File: src/rtl/pcie_fifo_drain_ctrl_pkg.sv
// Shared types and constants for the pcie_fifo read-side drain controller.
package pcie_fifo_pkg;

    typedef enum logic [1:0] {
        IDLE,
        ARM,
        REQ,
        XFER
    } state_t;

    localparam int unsigned DEFAULT_RD_DATA_WIDTH = 128;
    localparam int unsigned BEAT_BYTES            = DEFAULT_RD_DATA_WIDTH / 8;

    function automatic int unsigned beat_bytes(input int unsigned data_width);
        return data_width / 8;
    endfunction

endpackage

File: src/rtl/pcie_fifo_drain_ctrl_skid.sv
// Two-entry buffer between the FIFO read port and the DMA beat stream.
module pcie_drain_skid
    import pcie_fifo_pkg::*;
#(
    parameter int unsigned DATA_WIDTH = 128
) (
    input  logic                  clk,
    input  logic                  tb_rst,
    input  logic                  push,
    input  logic [DATA_WIDTH-1:0] push_data,
    input  logic                  push_last,
    input  logic                  pop,
    output logic [1:0]            count,
    output logic [DATA_WIDTH-1:0] head_data,
    output logic                  head_last
);

    logic [DATA_WIDTH-1:0] r_data [2];
    logic [1:0]            r_last;
    logic                  r_rd_ptr;
    logic                  r_wr_ptr;
    logic [1:0]            r_count;

    always_ff @(posedge clk or posedge tb_rst) begin
        if (tb_rst) begin
            r_data[0] <= '0;
            r_data[1] <= '0;
            r_last    <= '0;
            r_rd_ptr  <= 1'b0;
            r_wr_ptr  <= 1'b0;
            r_count   <= '0;
        end else begin
            if (push) begin
                r_data[r_wr_ptr] <= push_data;
                r_last[r_wr_ptr] <= push_last;
                r_wr_ptr         <= ~r_wr_ptr;
            end
            if (pop) begin
                r_rd_ptr <= ~r_rd_ptr;
            end
            r_count <= r_count + {1'b0, push} - {1'b0, pop};
        end
    end

    assign count     = r_count;
    assign head_data = r_data[r_rd_ptr];
    assign head_last = r_last[r_rd_ptr];

endmodule

File: src/rtl/pcie_fifo_drain_ctrl.sv
// Drains the video capture FIFO into PCIe DMA bursts: watches the level,
// requests a burst, pops exactly the granted beats and streams them out.
module pcie_fifo_drain_ctrl
    import pcie_fifo_pkg::*;
#(
    parameter int unsigned RD_DEPTH_WIDTH = 9,
    parameter int unsigned RD_DATA_WIDTH  = 128,
    parameter int unsigned BURST_LEN      = 32,
    parameter int unsigned LEN_WIDTH      = 8,
    parameter int unsigned ADDR_WIDTH     = 32
) (
    input  logic                     clk,
    input  logic                     tb_rst,
    input  logic                     enable,
    input  logic [ADDR_WIDTH-1:0]    base_addr,
    input  logic                     frame_end,
    input  logic [RD_DEPTH_WIDTH:0]  fifo_rd_level,
    input  logic                     fifo_rd_empty,
    input  logic                     fifo_wr_full,
    output logic                     fifo_rd_en,
    input  logic [RD_DATA_WIDTH-1:0] fifo_rd_data,
    output logic                     dma_req,
    output logic [ADDR_WIDTH-1:0]    dma_addr,
    output logic [LEN_WIDTH-1:0]     dma_len,
    input  logic                     dma_gnt,
    output logic                     dma_valid,
    output logic [RD_DATA_WIDTH-1:0] dma_data,
    output logic                     dma_last,
    input  logic                     dma_ready,
    output logic                     frame_done,
    output logic                     overflow,
    input  logic                     ovf_clr,
    output logic                     busy
);

    localparam int unsigned          BYTES_PER_BEAT = beat_bytes(RD_DATA_WIDTH);
    localparam logic [RD_DEPTH_WIDTH:0] BURST_LVL   = (RD_DEPTH_WIDTH + 1)'(BURST_LEN);
    localparam logic [LEN_WIDTH-1:0] BURST_LENV     = LEN_WIDTH'(BURST_LEN);

    state_t                 r_state;
    logic [ADDR_WIDTH-1:0]  r_addr;
    logic [LEN_WIDTH-1:0]   r_len;
    logic [LEN_WIDTH-1:0]   r_issued;
    logic                   r_req;
    logic                   r_inflight;
    logic                   r_inflight_last;
    logic                   r_flush_pend;
    logic                   r_frame_done;
    logic                   r_overflow;

    logic [1:0]             w_count;
    logic                   w_head_last;
    logic                   w_valid;
    logic                   w_deq;
    logic [2:0]             w_occ;
    logic                   w_pop;

    assign w_valid = (w_count != 2'd0);
    assign w_deq   = w_valid && dma_ready;
    // Occupancy seen by the next cycle: a beat leaving now frees its slot for a pop now.
    assign w_occ   = {1'b0, w_count} + {2'b00, r_inflight} - {2'b00, w_deq};
    assign w_pop   = (r_state == XFER) && (r_issued < r_len) && !fifo_rd_empty && (w_occ < 3'd2);

    pcie_drain_skid #(
        .DATA_WIDTH (RD_DATA_WIDTH)
    ) u_skid (
        .clk       (clk),
        .tb_rst    (tb_rst),
        .push      (r_inflight),
        .push_data (fifo_rd_data),
        .push_last (r_inflight_last),
        .pop       (w_deq),
        .count     (w_count),
        .head_data (dma_data),
        .head_last (w_head_last)
    );

    always_ff @(posedge clk or posedge tb_rst) begin
        if (tb_rst) begin
            r_state         <= IDLE;
            r_addr          <= '0;
            r_len           <= '0;
            r_issued        <= '0;
            r_req           <= 1'b0;
            r_inflight      <= 1'b0;
            r_inflight_last <= 1'b0;
            r_flush_pend    <= 1'b0;
            r_frame_done    <= 1'b0;
            r_overflow      <= 1'b0;
        end else begin
            if (fifo_wr_full) begin
                r_overflow <= 1'b1;
            end else if (ovf_clr) begin
                r_overflow <= 1'b0;
            end

            r_frame_done    <= 1'b0;
            r_inflight      <= w_pop;
            r_inflight_last <= w_pop && (r_issued == r_len - LEN_WIDTH'(1));
            if (w_pop) begin
                r_issued <= r_issued + LEN_WIDTH'(1);
            end

            case (r_state)
                IDLE: begin
                    if (enable) begin
                        r_state <= ARM;
                        r_addr  <= base_addr;
                    end
                end
                ARM: begin
                    if (!enable) begin
                        r_state <= IDLE;
                    end else if (fifo_rd_level >= BURST_LVL) begin
                        r_state <= REQ;
                        r_len   <= BURST_LENV;
                        r_req   <= 1'b1;
                    end else if (r_flush_pend && (fifo_rd_level != '0)) begin
                        r_state <= REQ;
                        r_len   <= LEN_WIDTH'(fifo_rd_level);
                        r_req   <= 1'b1;
                    end else if (r_flush_pend) begin
                        r_frame_done <= 1'b1;
                        r_flush_pend <= 1'b0;
                        r_addr       <= base_addr;
                    end
                end
                REQ: begin
                    if (dma_gnt) begin
                        r_state  <= XFER;
                        r_req    <= 1'b0;
                        r_issued <= '0;
                    end
                end
                XFER: begin
                    if (w_deq && w_head_last) begin
                        r_state <= ARM;
                        r_addr  <= r_addr + ADDR_WIDTH'(r_len) * ADDR_WIDTH'(BYTES_PER_BEAT);
                    end
                end
                default: r_state <= IDLE;
            endcase

            // A new frame_end must not be lost to a flush completing in the same cycle.
            if (frame_end) begin
                r_flush_pend <= 1'b1;
            end
        end
    end

    assign fifo_rd_en = w_pop;
    assign dma_req    = r_req;
    assign dma_addr   = r_addr;
    assign dma_len    = r_len;
    assign dma_valid  = w_valid;
    assign dma_last   = w_valid && w_head_last;
    assign frame_done = r_frame_done;
    assign overflow   = r_overflow;
    assign busy       = (r_state != IDLE);

endmodule

File: config.mk
export PLATFORM = sky130hd
export DESIGN_NAME = pcie_fifo_drain_ctrl
export DESIGN_NICKNAME = d
export VERILOG_FILES = /design/src/rtl/pcie_fifo_drain_ctrl_pkg.sv /design/src/rtl/pcie_fifo_drain_ctrl_skid.sv /design/src/rtl/pcie_fifo_drain_ctrl.sv
export SDC_FILE = /design/constraint.sdc
export NUM_CORES = 1
export LEC_CHECK = 0
export ABC_AREA = 1
export CORE_ASPECT_RATIO = 0.75
export CORE_MARGIN = 3
export CORE_UTILIZATION = 52
export CTS_BUF_LIST = sky130_fd_sc_hd__clkbuf_8
export DETAILED_ROUTE_END_ITERATION = 8
export MAX_ROUTING_LAYER = met4
export PLACE_DENSITY_LB_ADDON = 0.12
export RECOVER_POWER = 25
export SLEW_MARGIN = 20
export SYNTH_ARGS = -nofsm -noshare
export SYNTH_HDL_FRONTEND = slang
export SYNTH_SLANG_ARGS = --single-unit
File: constraint.sdc
create_clock -name clk -period 13.2 [get_ports clk]
set_input_delay 2.64 -clock clk [delete_from_list [all_inputs] [get_ports clk]]
set_output_delay 2.64 -clock clk [all_outputs]
set_load 0.02 [all_outputs]
# Word level (Yosys, flattened, before mapping)
# Cells that the tools add are included.
[totals]
input_bits = 179
reg_bits = 318
[op_classes]
reduce_logical = 26
magnitude_cmp = 9
n_mux = 47
n_bitwise = 4
eq_ne = 15
add_sub_neg = 7
[op_table]
columns = ["cell", "n"]
rows = [
  ["two-way mux 128 bit", 4],
  ["bitwise mux 256 bit", 1],
  ["two-way mux 32 bit", 6],
  ["demux 128 bit (select 1 bit)", 1],
  ["one-hot mux 32 bit (3 select lines)", 1],
  ["two-way mux 8 bit", 5],
  ["adder 32 x 12 -> 32 bit", 1],
  ["two-way mux 1 bit", 19],
  ["inequality test 2 bit (second input constant)", 8],
  ["nonzero test 2 bit", 7],
  ["two-way mux 2 bit", 6],
  ["AND reduction 4 bit", 3],
  ["greater-or-equal comparator 10 x 6 -> 1 bit (second input constant)", 1],
  ["logical AND 1 bit", 10],
  ["nonzero test 10 bit", 1],
  ["adder 8 x 1 -> 8 bit (second input constant)", 1],
  ["== test 8 bit", 1],
  ["less-than comparator 8 bit", 1],
  ["one-hot mux 2 bit (4 select lines)", 1],
  ["subtractor 8 x 1 -> 8 bit (second input constant)", 1],
  ["AND reduction 7 bit", 1],
  ["== test 2 bit (second input constant)", 2],
  ["greater-or-equal comparator 2 bit (second input constant)", 2],
  ["less-than comparator 1 x 2 -> 1 bit (second input constant)", 2],
  ["20 further kinds", 22],
]

# Depth between registers and ports, before layout
# Gate-level depths: netlist of run 1.
[depth]
depth_word = 8
depth_mapped = 17
mapped_depth_nobuf = 17

# Modules after synthesis
# A second synthesis of run 1 with hierarchy kept.
[unflattened]
cells_unflattened = 2111
hier_area_um2 = 16089.2
[by_module_without_submodules]
columns = ["mod", "area_each_um2", "seq_area_each_um2", "cells_per_inst", "n_inst"]
rows = [
  ["pcie_drain_skid", 11541.1, 6556.3, 1397, 1],
  ["pcie_fifo_drain_ctrl", 4548.1, 1401.3, 714, 1],
]

# Least setup slack after synthesis of run 1
# No wires, ideal clock.
[synth_timing]
path_type = "in2out"
from = "input dma_ready"
to = "output fifo_rd_en"
t_arrival_ns = 4.278
setup_slack_ns = 6.282
cell_stages = 11
path_buffers = 0
cell_sequence = "nand2_1 inv_1 ha_1 inv_1 ha_1 fa_1 inv_1 nand3_1 inv_1 nand3_1 clkinv_1"
[synth_between]
elab_chain_cells = 4
[synth_rtl]
columns = ["item", "line_no", "rtl"]
rows = [
  ["from (decl)", "pcie_fifo_drain_ctrl.sv:29", "input logic dma_ready,"],
  ["logical AND 1 bit", "pcie_fifo_drain_ctrl.sv:59", "assign w_deq = w_valid && dma_ready;"],
  ["net u_skid.pop", "pcie_fifo_drain_ctrl_skid.sv:12", "input logic pop,"],
  ["subtractor 3 x 1 -> 3 bit", "pcie_fifo_drain_ctrl.sv:61", "assign w_occ = {1'b0, w_count} + {2'b00, r_inflight} - {2'b00, w_deq};"],
  ["net w_occ[1]", "pcie_fifo_drain_ctrl.sv:55", "logic [2:0] w_occ;"],
  ["less-than comparator 3 x 2 -> 1 bit", "pcie_fifo_drain_ctrl.sv:62", "assign w_pop = (r_state == XFER) && (r_issued < r_len) && !fifo_rd_empty && (w_occ < 3'd2);"],
  ["logical AND 1 bit", "pcie_fifo_drain_ctrl.sv:62", ""],
  ["to (decl)", "pcie_fifo_drain_ctrl.sv:20", "output logic fifo_rd_en,"],
]
# The timed path passes the listed nets, and every way through them passes these cells.

# Worst setup path in the final report of run 1
# Ends and elaborated chain as after synthesis.

==> results.json, run 1 <==
{
  "start_util_pct": 53.27,
  "hold_class": "register to register",
  "worst_pin_slew_ns": 4.717,
  "holdPathStages": 2,
  "clockRootBuffer": "clkbuf_8",
  "drv_cap": 7,
  "p_per_area_nw_per_um2": 229.6,
  "wl_per_cell_microns": 14.95,
  "r2r-end": "u_skid.r_data[228]$_DFFE_PP0P_",
  "synth_adder_area_share_pct": 2.259,
  "antenna_found_initial": 8,
  "dpl_cell_area_sq_um": 19330,
  "syn_nets": 2321,
  "cpMaxStageDelayCell": "clkdlybuf4s50_1",
  "ctsHoldBuffers": 0,
  "cp_data_arrival_time_ns": 5.51,
  "rows": 54,
  "avgViaCountPerCell": 5.050,
  "cp_max_fo": 5,
  "met1_usage_pct": 37.22,
  "ir_drop_uv": 154.6,
  "ys_warn_count": 0,
  "cts_resized": 0,
  "fin_skew_ns": 0.03396,
  "yosysSeqAreaShare_pct": 50.95,
  "crit_top_cell": "inv_1",
  "crit_chain": "clkdlybuf4s50_1 -> nand2_1 -> inv_1 -> ha_1 -> inv_1 -> ha_1 -> fa_1 -> inv_1 -> nand3_1 -> inv_1 -> nand3_1 -> clkinv_1 -> clkdlybuf4s50_1",
  "cp_slowest_stage_delay_ns": 0.63,
  "clk_pin_slew_worst_paths_ns": 0.06,
  "worstSetupStartpointType": "input port",
  "fin_setup_tns_ns": 0,
  "setup_viol": 0,
  "synth_flop_cell": "dfrtp_1",
  "critPathLaunch": "dma_ready",
  "grt_max_degree": 175,
  "grt_setup_unrepaired": "no",
  "syn_avg_cell_area_sq_um": 7.385,
  "route.vias.total": 14433,
  "drive_gt1_share_pct": 3.458,
  "die_w_microns": 206.1,
  "whs_endpoint": "dma_addr[1]$_DFFE_PP0P_",
  "globalRoute.totalOverflow": 0,
  "clk_path_buf_depth": 3,
  "endpoint_kind": "output pin",
  "muxShareOfSynthArea_pct": 0,
  "drtIter0Drc": 1331,
  "final_area_sq_um": 20290,
  "reg2reg_depth": 4,
  "n_fill_cell": 2484,
  "utilization_pct": 69.20,
  "synth_compound_area_share_pct": 9.612,
  "synth-xor-area-share_pct": 0.2804,
  "cts_htree_levels": 2,
  "grtUsageTotal_pct": 26.95,
  "tritoncts": "yes",
  "async_flop_share_pct": 100.0,
  "met3_usage_pct": 5.068,
  "crit_required_ns": 10.56,
  "gr-usage-met2_pct": 40.42,
  "cts_sinks": 318,
  "holdWs_ns": 0.4695,
  "hpwl_mm": 28.37,
  "die_area_sq_um": 32180,
  "violations": "capacitance limit, slew limit",
  "drt-total-wl_mm": 42.73,
  "busiest_layer": "met2",
  "synth_simple_gate_area_share_pct": 28.78,
  "total_power_uw": 4660,
  "p_leak_uw": 0.01085,
  "ios": 354,
  "synth_cells": 2115,
  "r2r-start": "r_inflight$_DFF_PP0_",
  "post_cts_buffers": 0,
  "num-nets-final": 2634,
  "dr.pass1.iters": 6,
  "area_growth_pct": 29.91,
  "slew_headroom_pct": -214.5,
  "slew_violations": 564,
  "grt_pass1_vias": 13738,
  "grt_pass1_wl_mm": 68.50,
  "hold_viol": 0,
  "synth_area_sq_um": 15620,
  "core_sq_um": 29320,
  "drc": 0,
  "port_buffers": 353,
  "outcome": "complete, but fails checks",
  "antenna_left": 0,
  "die_h_microns": 156.1,
  "numCtsBuffers": 49,
  "min_period_over_period_pct": 61.75,
  "ff2ff_setup_slack_ns": 6.56,
  "ys_seq_elements": 318,
  "synth_top_family_by_area": "simple AND/OR/NAND/NOR gates",
  "clk_latency_ns": 0.59,
  "synth-edff-count": 0,
  "crit_type": "input port to output pin",
  "synth.distinct_cells": 33,
  "timing.fmax_mhz": 122.7,
  "place_congestion": 0.9364,
  "period_minus_slack_ns": 8.151,
  "min_from": "dma_addr[1]$_DFFE_PP0P_"
}
routing by layer:
metal  vias to the layer above  wire [microns]  share of wire [%]
met5                         -               0                  0
met4                         0            1333                3.1
met2                       472           19110                 45
met3                        78            3029                7.1
met1                      6716           19260                 45
li1                       7167               -                  -
worst max-delay path: cells and delay by family:
kind                       cells  cell delay, ns
buffers and inverters          7            1.53
adders and majority gates      3            0.89
and+or+nand+nor                3            0.45
flip-flops by register name, summed over array words and instances, names as in the netlist, 2 cells and up:
register,count
dma_len,8
r_state,2
r_issued,8
u_skid.r_data,256
dma_addr,32
u_skid.count,2
u_skid.r_last,2
layout by cell type, fill, tap and decap left out, types with 16 or more instances in the layout:
cell type,n
clkbuf_8,61
clkdlybuf4s50_1,330
dfrtp_1,317
dlygate4sd3_1,23
ha_1,24
inv_1,239
nand2_1,922
nand3_1,75
nand4_1,16
nor2_1,106
o21ai_0,279
final cells by class:
type	instances	area, sq um	share of cell area, %
Tap cell	392	490.5	2.417
Sequential cell	318	7961	39.23
Multi-Input combinational cell	1469	6396	31.52
Antenna cell	8	20.02	0.09866
Clock buffer	61	839.6	4.137
Clock inverter	20	107.6	0.5303
Inverter	229	865.8	4.267
Timing Repair Buffer	361	3611	17.79
cell usage after synthesis, types with 6 or more instances:
cell type	instances	area (sq um)
nand2_1	922	3461
dfrtp_1	318	7958
o21ai_0	279	1396
inv_1	225	844.6
nor2_1	106	397.9
clkbuf_1	80	300.3
nand3_1	75	375.4
ha_1	25	312.8
nand4_1	16	100.1
buf_1	9	33.78
nor3_1	7	35.03
a21oi_1	6	30.03
buf_2	6	30.03
per-stage QoR:
stage | worst slack (ns) | instances
final | 5.049 | 2858
after global routing | 4.870 | 2858
after CTS | 5.044 | 2849
after detailed placement | 5.049 | 2768
after global placement | 5.126 | 2768
after floorplan | 1.760 | 2115
power breakdown:
group	leakage, uW	switching, uW	internal [uW]
clock	0.000546	377	431
combinational	0.00707	1300	939
sequential	0.00323	276	1340
how the worst max path moves through the flow:
stage / to / slack [ns]
5_1_grt: fifo_rd_en / 4.87
2_1_floorplan: dma_addr[0]$_DFFE_PP0P_ / 1.76
3_5_place_dp: fifo_rd_en / 5.05
6_report: fifo_rd_en / 5.05
4_1_cts: fifo_rd_en / 5.04
3_3_place_gp: fifo_rd_en / 5.13
logic make-up (layout without fill, tap and decap cells):
| family | Yosys count | in the layout |
|---|---|---|
| buf+inv | 328 | 671 |
| xor+xnor | 5 | 5 |
| simple gates | 1141 | 1141 |
| other cells | 0 | 8 |
| flops | 318 | 318 |
| compound gates | 296 | 296 |
| fa+ha+maj | 27 | 27 |
Power figures use the tool's default switching activity.
==> run 2: changes to the inputs <==
--- a/config.mk
+++ b/config.mk
@@ -8,7 +8,7 @@
 export ABC_AREA = 1
 export CORE_ASPECT_RATIO = 0.75
 export CORE_MARGIN = 3
-export CORE_UTILIZATION = 52
+export CORE_UTILIZATION = 47
 export CTS_BUF_LIST = sky130_fd_sc_hd__clkbuf_8
 export DETAILED_ROUTE_END_ITERATION = 8
 export MAX_ROUTING_LAYER = met4
==> constraint.sdc (replaced) <==
create_clock -name clk -period 6.6 [get_ports clk]
set_input_delay 1.32 -clock clk [delete_from_list [all_inputs] [get_ports clk]]
set_output_delay 1.32 -clock clk [all_outputs]
set_load 0.02 [all_outputs]
==> run 2 against run 1 <==
The run still ends with capacitance limit, slew limit left. Final cell count up 1.9%. Register-to-register slack worse by 4.8 ns. Sequential cell count stayed put. Clock skew is 0.0078 ns lower. Critical path depth did not move. Clock power increased by 110%. Sequential share of layout area shrank 0.21 points. Cell area rose by 0.54%. Non-clock buffer count increased by 2. Critical path type unchanged. Critical endpoint unchanged. Highest routed layer unchanged.
==> results.json, run 2 (synthesized netlist as in run 1, its figures left out) <==
{
  "fin_skew_ns": 0.02612,
  "endpoint_kind": "output pin",
  "hold_class": "register to register",
  "fin_setup_tns_ns": 0,
  "worstSetupStartpointType": "input port",
  "p_leak_uw": 0.01088,
  "ctsHoldBuffers": 0,
  "intPower_uw": 5438,
  "worst_pin_slew_ns": 3.993,
  "ff2ff_setup_slack_ns": 1.74,
  "sw_frac_of_total_pct": 41.94,
  "drv_cap": 3,
  "dpl_cell_area_sq_um": 19420,
  "area_growth_pct": 30.61,
  "die_w_microns": 216.5,
  "grt_pass1_wl_mm": 71.00,
  "slew_violations": 325,
  "utilization_pct": 62.59,
  "ir_drop_uv": 289.8,
  "cts_htree_levels": 2,
  "combPwrFrac_pct": 47.8,
  "clk_pin_slew_worst_paths_ns": 0.05,
  "crit_required_ns": 5.28,
  "crit_end": "fifo_rd_en",
  "grt_pass1_vias": 13793,
  "largest_reg_flops": 256,
  "r2r-end": "u_skid.r_data[251]$_DFFE_PP0P_",
  "seqPwrFrac_pct": 34.4,
  "route.vias.total": 14270,
  "n_fill_cell": 2962,
  "numPlacedInstances": 2821,
  "cts_resized": 0,
  "tritoncts": "yes",
  "start_util_pct": 47.93,
  "antenna_found_initial": 1,
  "rows": 57,
  "grtUsageTotal_pct": 25.19,
  "clk_latency_ns": 0.60,
  "cts_sinks": 318,
  "wl_per_cell_microns": 14.96,
  "globalRoute.totalOverflow": 0,
  "cp_max_fo": 5,
  "final_area_sq_um": 20400,
  "r2r-start": "r_inflight$_DFF_PP0_",
  "drive_gt1_share_pct": 4.010,
  "reg2reg_depth": 4,
  "drtIter0Drc": 1311,
  "critPathLaunch": "dma_ready",
  "violations": "capacitance limit, slew limit",
  "p_sw_uw": 3928,
  "grt_setup_unrepaired": "no",
  "post_cts_buffers": 0,
  "regMostFlops": "u_skid.r_data",
  "port_buffers": 353,
  "cp_data_arrival_time_ns": 4.18,
  "antenna_left": 0,
  "avgViaCountPerCell": 4.899,
  "numCtsBuffers": 52,
  "die_h_microns": 163.9,
  "p_per_area_nw_per_um2": 459.1,
  "dr.pass1.iters": 5,
  "ios": 354,
  "num-nets-final": 2639,
  "grt_max_degree": 182,
  "setup_viol": 0,
  "final_cell_mix": "922 x nand2_1, 351 x clkdlybuf4s50_1, 317 x dfrtp_1",
  "mostFrequentLayoutCell": "nand2_1",
  "crit_type": "input port to output pin",
  "timing.fmax_mhz": 181.9,
  "hpwl_mm": 29.25,
  "final_cells": 2913,
  "p_clk_share_pct": 17.8,
  "slew_headroom_pct": -166.2,
  "multi_input_area_sq_um": 6385,
  "seq_area_sq_um": 7961,
  "clockRootBuffer": "clkbuf_8",
  "clk_path_buf_depth": 3,
  "min_period_over_period_pct": 83.30,
  "drc": 0,
  "die_area_sq_um": 35480,
  "outcome": "complete, but fails checks",
  "period_minus_slack_ns": 5.498,
  "drt-total-wl_mm": 43.58,
  "place_congestion": 0.9305,
  "core_sq_um": 32590,
  "hold_viol": 0
}
run 2: how the worst min path moves through the flow:
| stage | start | slack (ns) | cells past startpoint | to |
|---|---|---|---|---|
| 4_1_cts | dma_addr[0]$_DFFE_PP0P_ | 0.47 | 2 | dma_addr[0]$_DFFE_PP0P_ |
| 3_5_place_dp | dma_addr[0]$_DFFE_PP0P_ | 0.46 | 2 | dma_addr[0]$_DFFE_PP0P_ |
| 5_1_grt | dma_addr[3]$_DFFE_PP0P_ | 0.50 | 2 | dma_addr[3]$_DFFE_PP0P_ |
| 6_report | dma_addr[1]$_DFFE_PP0P_ | 0.47 | 2 | dma_addr[1]$_DFFE_PP0P_ |
| 3_3_place_gp | dma_addr[0]$_DFFE_PP0P_ | 0.45 | 2 | dma_addr[0]$_DFFE_PP0P_ |
| 2_1_floorplan | u_skid.r_last[0]$_DFFE_PP0P_ | 0.45 | 2 | u_skid.r_last[0]$_DFFE_PP0P_ |
run 2: final cells by class:
type                            count  share of cell area [%]
Multi-Input combinational cell   1469                   31.30
Sequential cell                   318                   39.02
Clock buffer                       65                   4.385
Timing Repair Buffer              363                   17.74
Inverter                          229                   4.232
Clock inverter                     25                  0.5888
Tap cell                          442                   2.711
Antenna cell                        2                 0.02453
run 2: layer usage:
layer  part of all wire [%]  track usage (%)  vias to the layer above  wire length [microns]
li1                       -                -                     7172                      -
met1                     47            35.40                     6640                  20500
met2                     45            37.92                      397                  19710
met3                    5.9            4.901                       61                   2577
met4                    1.8            6.323                        0                    786
met5                      0                -                        -                      0
run 2: power by group through the flow:
| stage | registers [uW] | logic [uW] | clock network, uW |
|---|---|---|---|
| after floorplan | 3190 | 2590 | 0 |
| after global placement | 3210 | 4440 | 0 |
| after detailed placement | 3240 | 4510 | 0 |
| after CTS | 3210 | 4530 | 1730 |
| after global routing | 3320 | 4990 | 1820 |
| final | 3220 | 4480 | 1670 |
run 2: worst max-delay path, stage by stage:
cell	delay [ns]
clkdlybuf4s50_1	0.46
nand2_1	0.14
inv_1	0.05
ha_1	0.26
inv_1	0.04
ha_1	0.18
fa_1	0.46
inv_1	0.07
nand3_1	0.19
inv_1	0.15
nand3_1	0.12
clkinv_1	0.13
clkdlybuf4s50_1	0.62
run 2: per-stage QoR:
stage / hold slack [ns] / setup WS (ns) / power [uW]
finish: 0.4723 / 1.102 / 9366
global route: 0.5033 / 0.8774 / 10120
CTS: 0.4736 / 1.110 / 9466
detailed placement: 0.4591 / 1.124 / 7744
global placement: 0.4544 / 1.150 / 7646
floorplan: 0.4479 / 1.041 / 5777
==> run 3: changes to the inputs <==
==> constraint.sdc (replaced) <==
create_clock -name clk -period 4.7 [get_ports clk]
set_input_delay 0.94 -clock clk [delete_from_list [all_inputs] [get_ports clk]]
set_output_delay 0.94 -clock clk [all_outputs]
set_load 0.02 [all_outputs]
==> run 3 against run 2 <==
The flow still finishes with violations (capacitance limit, slew limit). Total power increased by 43%. Clock skew decreased by 0.0010 ns. Via count increased by 0.78%. Register-to-register slack got worse by 0.20 ns. Critical path depth unchanged. Clock power increased by 50%. First-iteration DRC count decreased by 5.6%. Count of clock-buffer cells in the layout increased by 3. Final cell count increased by 0.27%. Die area unchanged. Critical path type unchanged. Largest power group unchanged.
==> results.json, run 3 (synthesized netlist as in run 1, its figures left out) <==
{
  "die_area_sq_um": 35480,
  "clk_path_buf_depth": 3,
  "grt_setup_unrepaired": "no",
  "outcome": "complete, but fails checks",
  "clockRootBuffer": "clkbuf_8",
  "crit_required_ns": 3.76,
  "grt_pass1_vias": 13732,
  "utilization_pct": 63.18,
  "ctsHoldBuffers": 0,
  "hpwl_mm": 29.90,
  "largest_reg_flops": 256,
  "antennaDiodeCount": 0,
  "hold_class": "register to register",
  "clk_latency_ns": 0.60,
  "cp_data_arrival_time_ns": 3.47,
  "timing.fmax_mhz": 226.9,
  "die_h_microns": 163.9,
  "hold_viol": 0,
  "place_congestion": 0.9376,
  "crit_type": "input port to output pin",
  "core_sq_um": 32590,
  "setup_ws_ns": 0.2926,
  "cp_max_fo": 3,
  "grt_pass1_wl_mm": 71.19,
  "mostFrequentLayoutCell": "nand2_1",
  "drtIter0Drc": 1238,
  "r2r-end": "u_skid.r_data[248]$_DFFE_PP0P_",
  "route.vias.total": 14381,
  "dr.pass1.iters": 8,
  "fin_setup_tns_ns": 0,
  "drive_gt1_share_pct": 4.316,
  "die_w_microns": 216.5,
  "regMostFlops": "u_skid.r_data",
  "ios": 354,
  "antenna_left": 0,
  "whs_endpoint": "dma_addr[3]$_DFFE_PP0P_",
  "r2r-start": "r_inflight$_DFF_PP0_",
  "min_period_over_period_pct": 93.77,
  "globalRoute.totalOverflow": 0,
  "p_per_area_nw_per_um2": 650.3,
  "p_leak_uw": 0.01103,
  "rows": 57,
  "ff2ff_setup_slack_ns": 1.54,
  "drt-total-wl_mm": 44.08,
  "cts_htree_levels": 2,
  "clk_pin_slew_worst_paths_ns": 0.05,
  "setup_viol": 0,
  "drv_cap": 4,
  "holdWs_ns": 0.4804,
  "period_minus_slack_ns": 4.407,
  "violations": "capacitance limit, slew limit",
  "worstSetupStartpointType": "input port",
  "slew_violations": 215,
  "ir_drop_uv": 365.5,
  "preCtsSetupSlack_ns": 0.05890,
  "reg2reg_depth": 4,
  "min_from": "dma_addr[3]$_DFFE_PP0P_",
  "antenna_found_initial": 0,
  "fin_skew_ns": 0.02513,
  "final_cell_mix": "922 x nand2_1, 349 x clkdlybuf4s50_1, 317 x dfrtp_1",
  "numCtsBuffers": 52,
  "avgViaCountPerCell": 4.923,
  "cts_sinks": 318,
  "start_util_pct": 47.93,
  "area_growth_pct": 31.83,
  "num-nets-final": 2644,
  "endpoint_kind": "output pin",
  "drc": 0,
  "port_buffers": 353,
  "worst_pin_slew_ns": 2.280,
  "holdPathStages": 2,
  "slew_headroom_pct": -52.37,
  "wl_per_cell_microns": 15.09,
  "grt_max_degree": 190,
  "grtUsageTotal_pct": 25.37,
  "tritoncts": "yes"
}
==> run 3: cell types whose count changed in the layout (fill, tap and decap cells not counted), sizes merged, moves of 2 or more <==
cell,previous run,this run
diode,2,0
clkdlybuf4s50,351,349
inv,243,245
bufinv,0,2
clkbuf,66,69
clkinvlp,4,1
buf,9,13
==> run 3: metal layers <==
layer	part of all wire, %	up-vias	track usage (%)
li1	-	7175	-
met1	45	6671	34.16
met2	45	452	39.10
met3	6.6	83	5.049
met4	2.8	0	7.963
met5	0	-	-
==> run 3: where the power goes <==
group	switching, uW	internal, uW
Clock	1110	1400
Sequential	701	3760
Combinational	3760	2660
==> run 3: worst max-delay path by stage <==
stage | startpoint | to | slack [ns] | depth (start not counted)
after floorplan | tb_rst | dma_addr[0]$_DFFE_PP0P_ | -0.48 | 1
after global placement | dma_ready | fifo_rd_en | 0.11 | 13
after detailed placement | dma_ready | fifo_rd_en | 0.06 | 13
after CTS | dma_ready | fifo_rd_en | 0.05 | 13
after global routing | dma_ready | fifo_rd_en | 0.18 | 13
final | dma_ready | fifo_rd_en | 0.29 | 13
==> run 3: worst max-delay path, stage by stage <==
cell and delay (ns):
dlygate4sd3_1 0.57, nand2_1 0.14, inv_1 0.06, ha_1 0.27
inv_1 0.04, ha_1 0.18, fa_1 0.47, inv_1 0.07
nand3_1 0.14, inv_1 0.13, nand3_1 0.12, clkinv_1 0.09
dlymetal6s2s_1 0.24
==> run 3: what timing repair did <==
action | in CTS | in global routing
setup endpoints to repair | 0 | 1
gates resized for setup | 0 | 1
buffers inserted | 0 | 0
==> run 3: area by class of cell <==
| class | instances | area, sq um |
|---|---|---|
| clock inverter | 27 | 167.7 |
| clock buffer | 68 | 935.9 |
| fill | 2952 | 12000 |
| multi-input combinational | 1469 | 6385 |
| sequential | 318 | 7961 |
| timing repair buffer | 368 | 3726 |
| tap | 442 | 553.0 |
| inverter | 229 | 863.3 |
==> run 3: stage by stage <==
step           instances  cell area, sq um  power, uW
3_5_place_dp        2826             19530      10940
3_3_place_gp        2826             19530      10770
2_1_floorplan       2115             15620       8112
4_1_cts             2921             20640      13530
6_report            2921             20590      13390
5_1_grt             2921             20590      14440
